`config.mk`:
```
export PLATFORM = sky130hd
export DESIGN_NAME = fetch_ctrl
export DESIGN_NICKNAME = d
export VERILOG_FILES = /design/src/rtl/fetch_ctrl.sv
export SDC_FILE = /design/constraint.sdc
export NUM_CORES = 1
export LEC_CHECK = 0
export ABC_AREA = 0
export CAP_MARGIN = 20
export CORE_ASPECT_RATIO = 0.7
export CORE_MARGIN = 5
export CORE_UTILIZATION = 55
export DETAILED_ROUTE_END_ITERATION = 7
export PLACE_DENSITY = 0.84
export SYNTH_ARGS = -nofsm -noshare
export SYNTH_HDL_FRONTEND = slang
export SYNTH_SLANG_ARGS = --single-unit
```
`constraint.sdc`:
```
create_clock -name clk -period 6.6 [get_ports clk]
set_clock_uncertainty 0.1 [all_clocks]
set_input_delay 1.98 -clock clk [delete_from_list [all_inputs] [get_ports clk]]
set_output_delay 1.98 -clock clk [all_outputs]
set_load 0.05 [all_outputs]
```
`src/rtl/fetch_ctrl.sv`:
```
// Instruction-fetch sequencing controller: PC write/select, imem request and IF/ID
// latch control, arbitrating branch redirect, hazard stall and variable-latency memory.
module fetch_ctrl #(
    parameter int BOOT_CYCLES = 2,
    parameter int MAX_WAIT    = 15,
    parameter int CNT_W       = 16
) (
    input  logic             clk,
    input  logic             rst,
    input  logic             stall,
    input  logic             branch_taken,
    input  logic             imem_ready,
    output logic             imem_req,
    output logic             pc_we,
    output logic             pc_src,
    output logic             ifid_we,
    output logic             ifid_flush,
    output logic             fetch_busy,
    output logic             fetch_err,
    output logic [CNT_W-1:0] fetch_count,
    output logic [2:0]       state_dbg
);

    localparam logic [2:0] S_BOOT  = 3'd0;
    localparam logic [2:0] S_FETCH = 3'd1;
    localparam logic [2:0] S_WAIT  = 3'd2;
    localparam logic [2:0] S_HOLD  = 3'd3;
    localparam logic [2:0] S_ERR   = 3'd4;

    localparam logic [3:0] BOOT_LAST = 4'(BOOT_CYCLES - 1);
    localparam logic [7:0] WAIT_LAST = 8'(MAX_WAIT);

    logic [2:0]       state, state_nxt;
    logic [3:0]       boot_cnt, boot_nxt;
    logic [7:0]       wait_cnt, wait_nxt;
    logic [CNT_W-1:0] count_q;
    logic             err_q;
    logic             count_inc;

    always_comb begin
        state_nxt  = state;
        boot_nxt   = boot_cnt;
        wait_nxt   = wait_cnt;
        count_inc  = 1'b0;
        imem_req   = 1'b0;
        pc_we      = 1'b0;
        pc_src     = 1'b0;
        ifid_we    = 1'b0;
        ifid_flush = 1'b0;
        fetch_busy = 1'b0;
        case (state)
            S_BOOT: begin
                if (boot_cnt == BOOT_LAST) begin
                    state_nxt = S_FETCH;
                    boot_nxt  = 4'd0;
                end else begin
                    boot_nxt = boot_cnt + 4'd1;
                end
            end
            S_FETCH, S_WAIT: begin
                imem_req   = 1'b1;
                fetch_busy = (state == S_WAIT);
                if (branch_taken) begin
                    pc_we      = 1'b1;
                    pc_src     = 1'b1;
                    ifid_flush = 1'b1;
                    state_nxt  = S_FETCH;
                end else if (imem_ready) begin
                    // A stalled completion discards the data; HOLD refetches the same PC.
                    if (stall) begin
                        state_nxt = S_HOLD;
                    end else begin
                        pc_we     = 1'b1;
                        ifid_we   = 1'b1;
                        count_inc = 1'b1;
                        state_nxt = S_FETCH;
                    end
                end else if (state == S_FETCH) begin
                    state_nxt = S_WAIT;
                    wait_nxt  = 8'd1;
                end else if (wait_cnt == WAIT_LAST) begin
                    state_nxt = S_ERR;
                end else begin
                    wait_nxt = wait_cnt + 8'd1;
                end
            end
            S_HOLD: begin
                if (branch_taken) begin
                    pc_we      = 1'b1;
                    pc_src     = 1'b1;
                    ifid_flush = 1'b1;
                    state_nxt  = S_FETCH;
                end else if (!stall) begin
                    state_nxt = S_FETCH;
                end
            end
            default: ;
        endcase
        if (rst) begin
            imem_req   = 1'b0;
            pc_we      = 1'b0;
            pc_src     = 1'b0;
            ifid_we    = 1'b0;
            ifid_flush = 1'b0;
            fetch_busy = 1'b0;
        end
    end

    always_ff @(posedge clk) begin
        if (rst) begin
            state    <= S_BOOT;
            boot_cnt <= 4'd0;
            wait_cnt <= 8'd0;
            count_q  <= '0;
            err_q    <= 1'b0;
        end else begin
            state    <= state_nxt;
            boot_cnt <= boot_nxt;
            wait_cnt <= wait_nxt;
            if (count_inc) count_q <= count_q + 1'b1;
            if (state_nxt == S_ERR) err_q <= 1'b1;
        end
    end

    assign fetch_count = count_q;
    assign fetch_err   = err_q;
    assign state_dbg   = state;

endmodule

```
==> summary.txt <==
Outcome
  • Outcome: finished clean

Die
  • I/O pins: 31
  • Die W: about 76 um
  • Die height: approximately 56 um
  • Rows: 16
  • Core area: 2843 um^2
  • Full die area: approximately 4200 um^2
  • Initial cell density of the core: 58.23%

Final layout
  • ANT cells: 0
  • Commonest non-fill, non-tap cell in the layout: dfxtp_1
  • Layout area overhead: 22.07%
  • Multi-input gate area: 938.4 um^2
  • Fillers: between 200 and 250
  • Fraction of layout cells with a size suffix above 1: under 10%
  • Most frequent cells in the layout: dfxtp_1, clkdlybuf4s50_1, nand2_1, nor2_1, a21oi_1
  • Final Util: a little under three quarters
  • Final net count: around 230
  • Final std cells w/o fill: ~260
  • FF+latch area: approximately 640 um^2

Synthesis
  • Synth Area in Compound Gates: 19.35%
  • Post-synth ARST share: 0%
  • Avg Inst Size Synth: between 8 and 9 um^2
  • Largest family of logic cells by synthesized area: simple AND/OR/NAND/NOR gates
  • Seq cells post-synth: 32
  • Mux cell area share after synthesis: less than 1%
  • Ys Warns: 0
  • EDFF count, synth: 0
  • Simple-gate portion of the synthesized area: 28.87%
  • Netlist cell types: 43
  • Synth Instances: 196
  • Sequential area share after synthesis: around 39%
  • Post-Synth Adder-Cell Area: 1.512%
  • Synth Net Count: 203
  • Netlist Area Pre-Place: approximately 1700 um^2
  • Xor/xnor share of the synthesized area: between 6 and 7%
  • Ys flop type: dfxtp_1

Clocking
  • Clock sink count: 32
  • Depth of the CTS H-tree: 2
  • Setup bufs post-CTS: 0
  • Post-CTS sizing: 0
  • CTS hold repair buffers: 0
  • Root Driver: clkbuf_8
  • CTS tree: yes
  • Worst skew pair latency: between 0.2 and 0.3 ns
  • Worst-path clk slew: roughly 0.060 ns
  • Total CTS buffers: 5
  • CTS Buffer Depth: 2

Power and ir drop
  • Clock Power Share: around 31%
  • Switching share of power: 31.30%
  • Combinational Power Share: roughly 21%
  • Switching Power: about 0.00014 W
  • Sequential share of power: just under 50%
  • Leak: ~0.71 nW
  • Int Pwr: just under 0.0003 W
  • Power density cells: approximately 210 nW/um^2
  • Max IR drop VDD: about 0.11 mV

Detailed routing
  • Drt initial violations: 56
  • WL final: between 3000 and 4000 um
  • DRC: 0
  • ANT nets after route: 0
  • Drt first pass iters: 4
  • Vias after detailed routing: between 1,500 and 2,000
  • Via-per-instance ratio: 6.147
  • Wirelength per Cell: around 15 um

STA
  • Crit path time final: roughly 5.8 ns
  • RSZ-0062 raised after global routing: false
  • Max Freq: about 170 MHz
  • Rel. slew slack: 30.57%
  • Measured slew at the worst slew-check pin: 1.040 ns
  • Period utilisation layout: 87.64%
  • Final-report hold violation count: 0
  • Max-slew violation count: 0
  • Setup TNS: 0 ns
  • Setup Viol. Count Final: 0

Placement
  • Placer Congestion: between 0.8 and 0.9
  • Post-detail-place hpwl: ~3000 um
  • Port buffer count: 30
  • Post-Place Cells: around 250

Worst setup path
  • CP Class: in2out
  • Critical Path RT: roughly 4.5 ns
  • Crit path launch type: input pin
  • Crit-path max FO: 7
  • Crit. End Element: primary output
  • CP arrival: around 3.7 ns

Flow run
  • # Max-Cap Violations: 0

Global route
  • Tot GR Track Use: 20.12%
  • Global-route wire length before repair: roughly 6700 um
  • Initial antenna violation count: 0
  • Remaining Overflow, GRT: 0
  • Largest net degree at the start of global routing: 29
  • Vias in the first global route: 1,510

Hold path
  • Hold crit path type: reg2reg
[metrics by stage]
stage | worst slack [ns] | cell area (um^2) | power [W] | hold WS [ns]
after CTS | 0.8546 | 2021 | 0.0004337 | 0.3624
after detailed placement | 0.8718 | 1952 | 0.0003026 | 0.3495
after global routing | 0.6815 | 2021 | 0.0004517 | 0.3864
after global placement | 0.9406 | 1952 | 0.0002992 | 0.3423
final | 0.8158 | 2021 | 0.0004325 | 0.3639
after floorplan | 1.215 | 1655 | 0.0002771 | 0.3435
[registers in the layout, summed over array words and instances (netlist names)]
signal	flops
state_dbg	3
fetch_err	1
boot_cnt	4
fetch_count	16
wait_cnt	8
[synthesized netlist by cell type, types with 2 or more instances]
library cell,number,area share (%)
and3_1,2,0.76
ha_1,2,1.5
o31ai_1,5,2.3
nand3_1,10,3.0
dfxtp_1,32,39
a2111o_1,5,3.4
inv_1,8,1.8
and2_1,3,1.1
nand2b_1,2,0.76
nand2_1,21,4.8
a21o_1,2,0.91
o2111ai_1,5,2.6
a21oi_1,16,4.8
and4_1,3,1.6
nand4_1,6,2.3
nor4_1,2,0.76
xnor2_1,5,2.6
nor2_1,18,4.1
nor3_1,3,0.91
or4_1,6,2.7
o21ai_0,5,1.5
clkbuf_1,6,1.4
xor2_1,7,3.7
or3_1,3,1.1
[area by class of cell]
class	instances	area share [%]
well taps	36	2.229
multi-input cells	147	46.44
clock buffers	5	3.406
inverters	8	1.486
repair buffers	31	14.74
flip-flops and latches	32	31.70
[power by group through the flow]
stage          Sequential, W  Combinational [W]  Clock [W]
2_1_floorplan       0.000216          0.0000607          0
3_3_place_gp        0.000213          0.0000866          0
3_5_place_dp        0.000213          0.0000892          0
4_1_cts             0.000209          0.0000895   0.000135
5_1_grt             0.000210          0.0000966   0.000145
6_report            0.000209          0.0000896   0.000133
[worst paths after layout]
kind                              startpoint               to  cells past startpoint  slack, ns
worst max-delay path            branch_taken          ifid_we                      5       0.82
worst min-delay path               fetch_err        fetch_err                      2       0.36
worst max register to register  state_dbg[1]  fetch_count[14]                      4       4.21
worst min register to register     fetch_err        fetch_err                      2       0.36
[critical path, stage by stage]
cell and delay [ns]:
clkdlybuf4s50_1 0.54, nor4b_2 0.59, nand2_1 0.21, nor2_1 0.16
buf_4 0.22
[metal layers]
layer / GRT usage (%) / vias up / routed length, um
li1: - / 783 / -
met5: 0 / - / 0
met4: 9.975 / 0 / 76
met3: 5.596 / 10 / 166
met1: 24.92 / 769 / 1743
met2: 31.37 / 30 / 1998
[cells by family (layout without fill, tap and decap cells)]
family                     count (synthesis)  count (layout)
and+or+nand+nor                           87              87
AOI/OAI and AO/OA                         45              45
DFF                                       32              32
buffers and inverters                     17              44
xor gates and xnor gates                  12              12
adders and majority gates                  2               2
muxes                                      1               1
No activity file was read; power rests on OpenSTA's default activity.
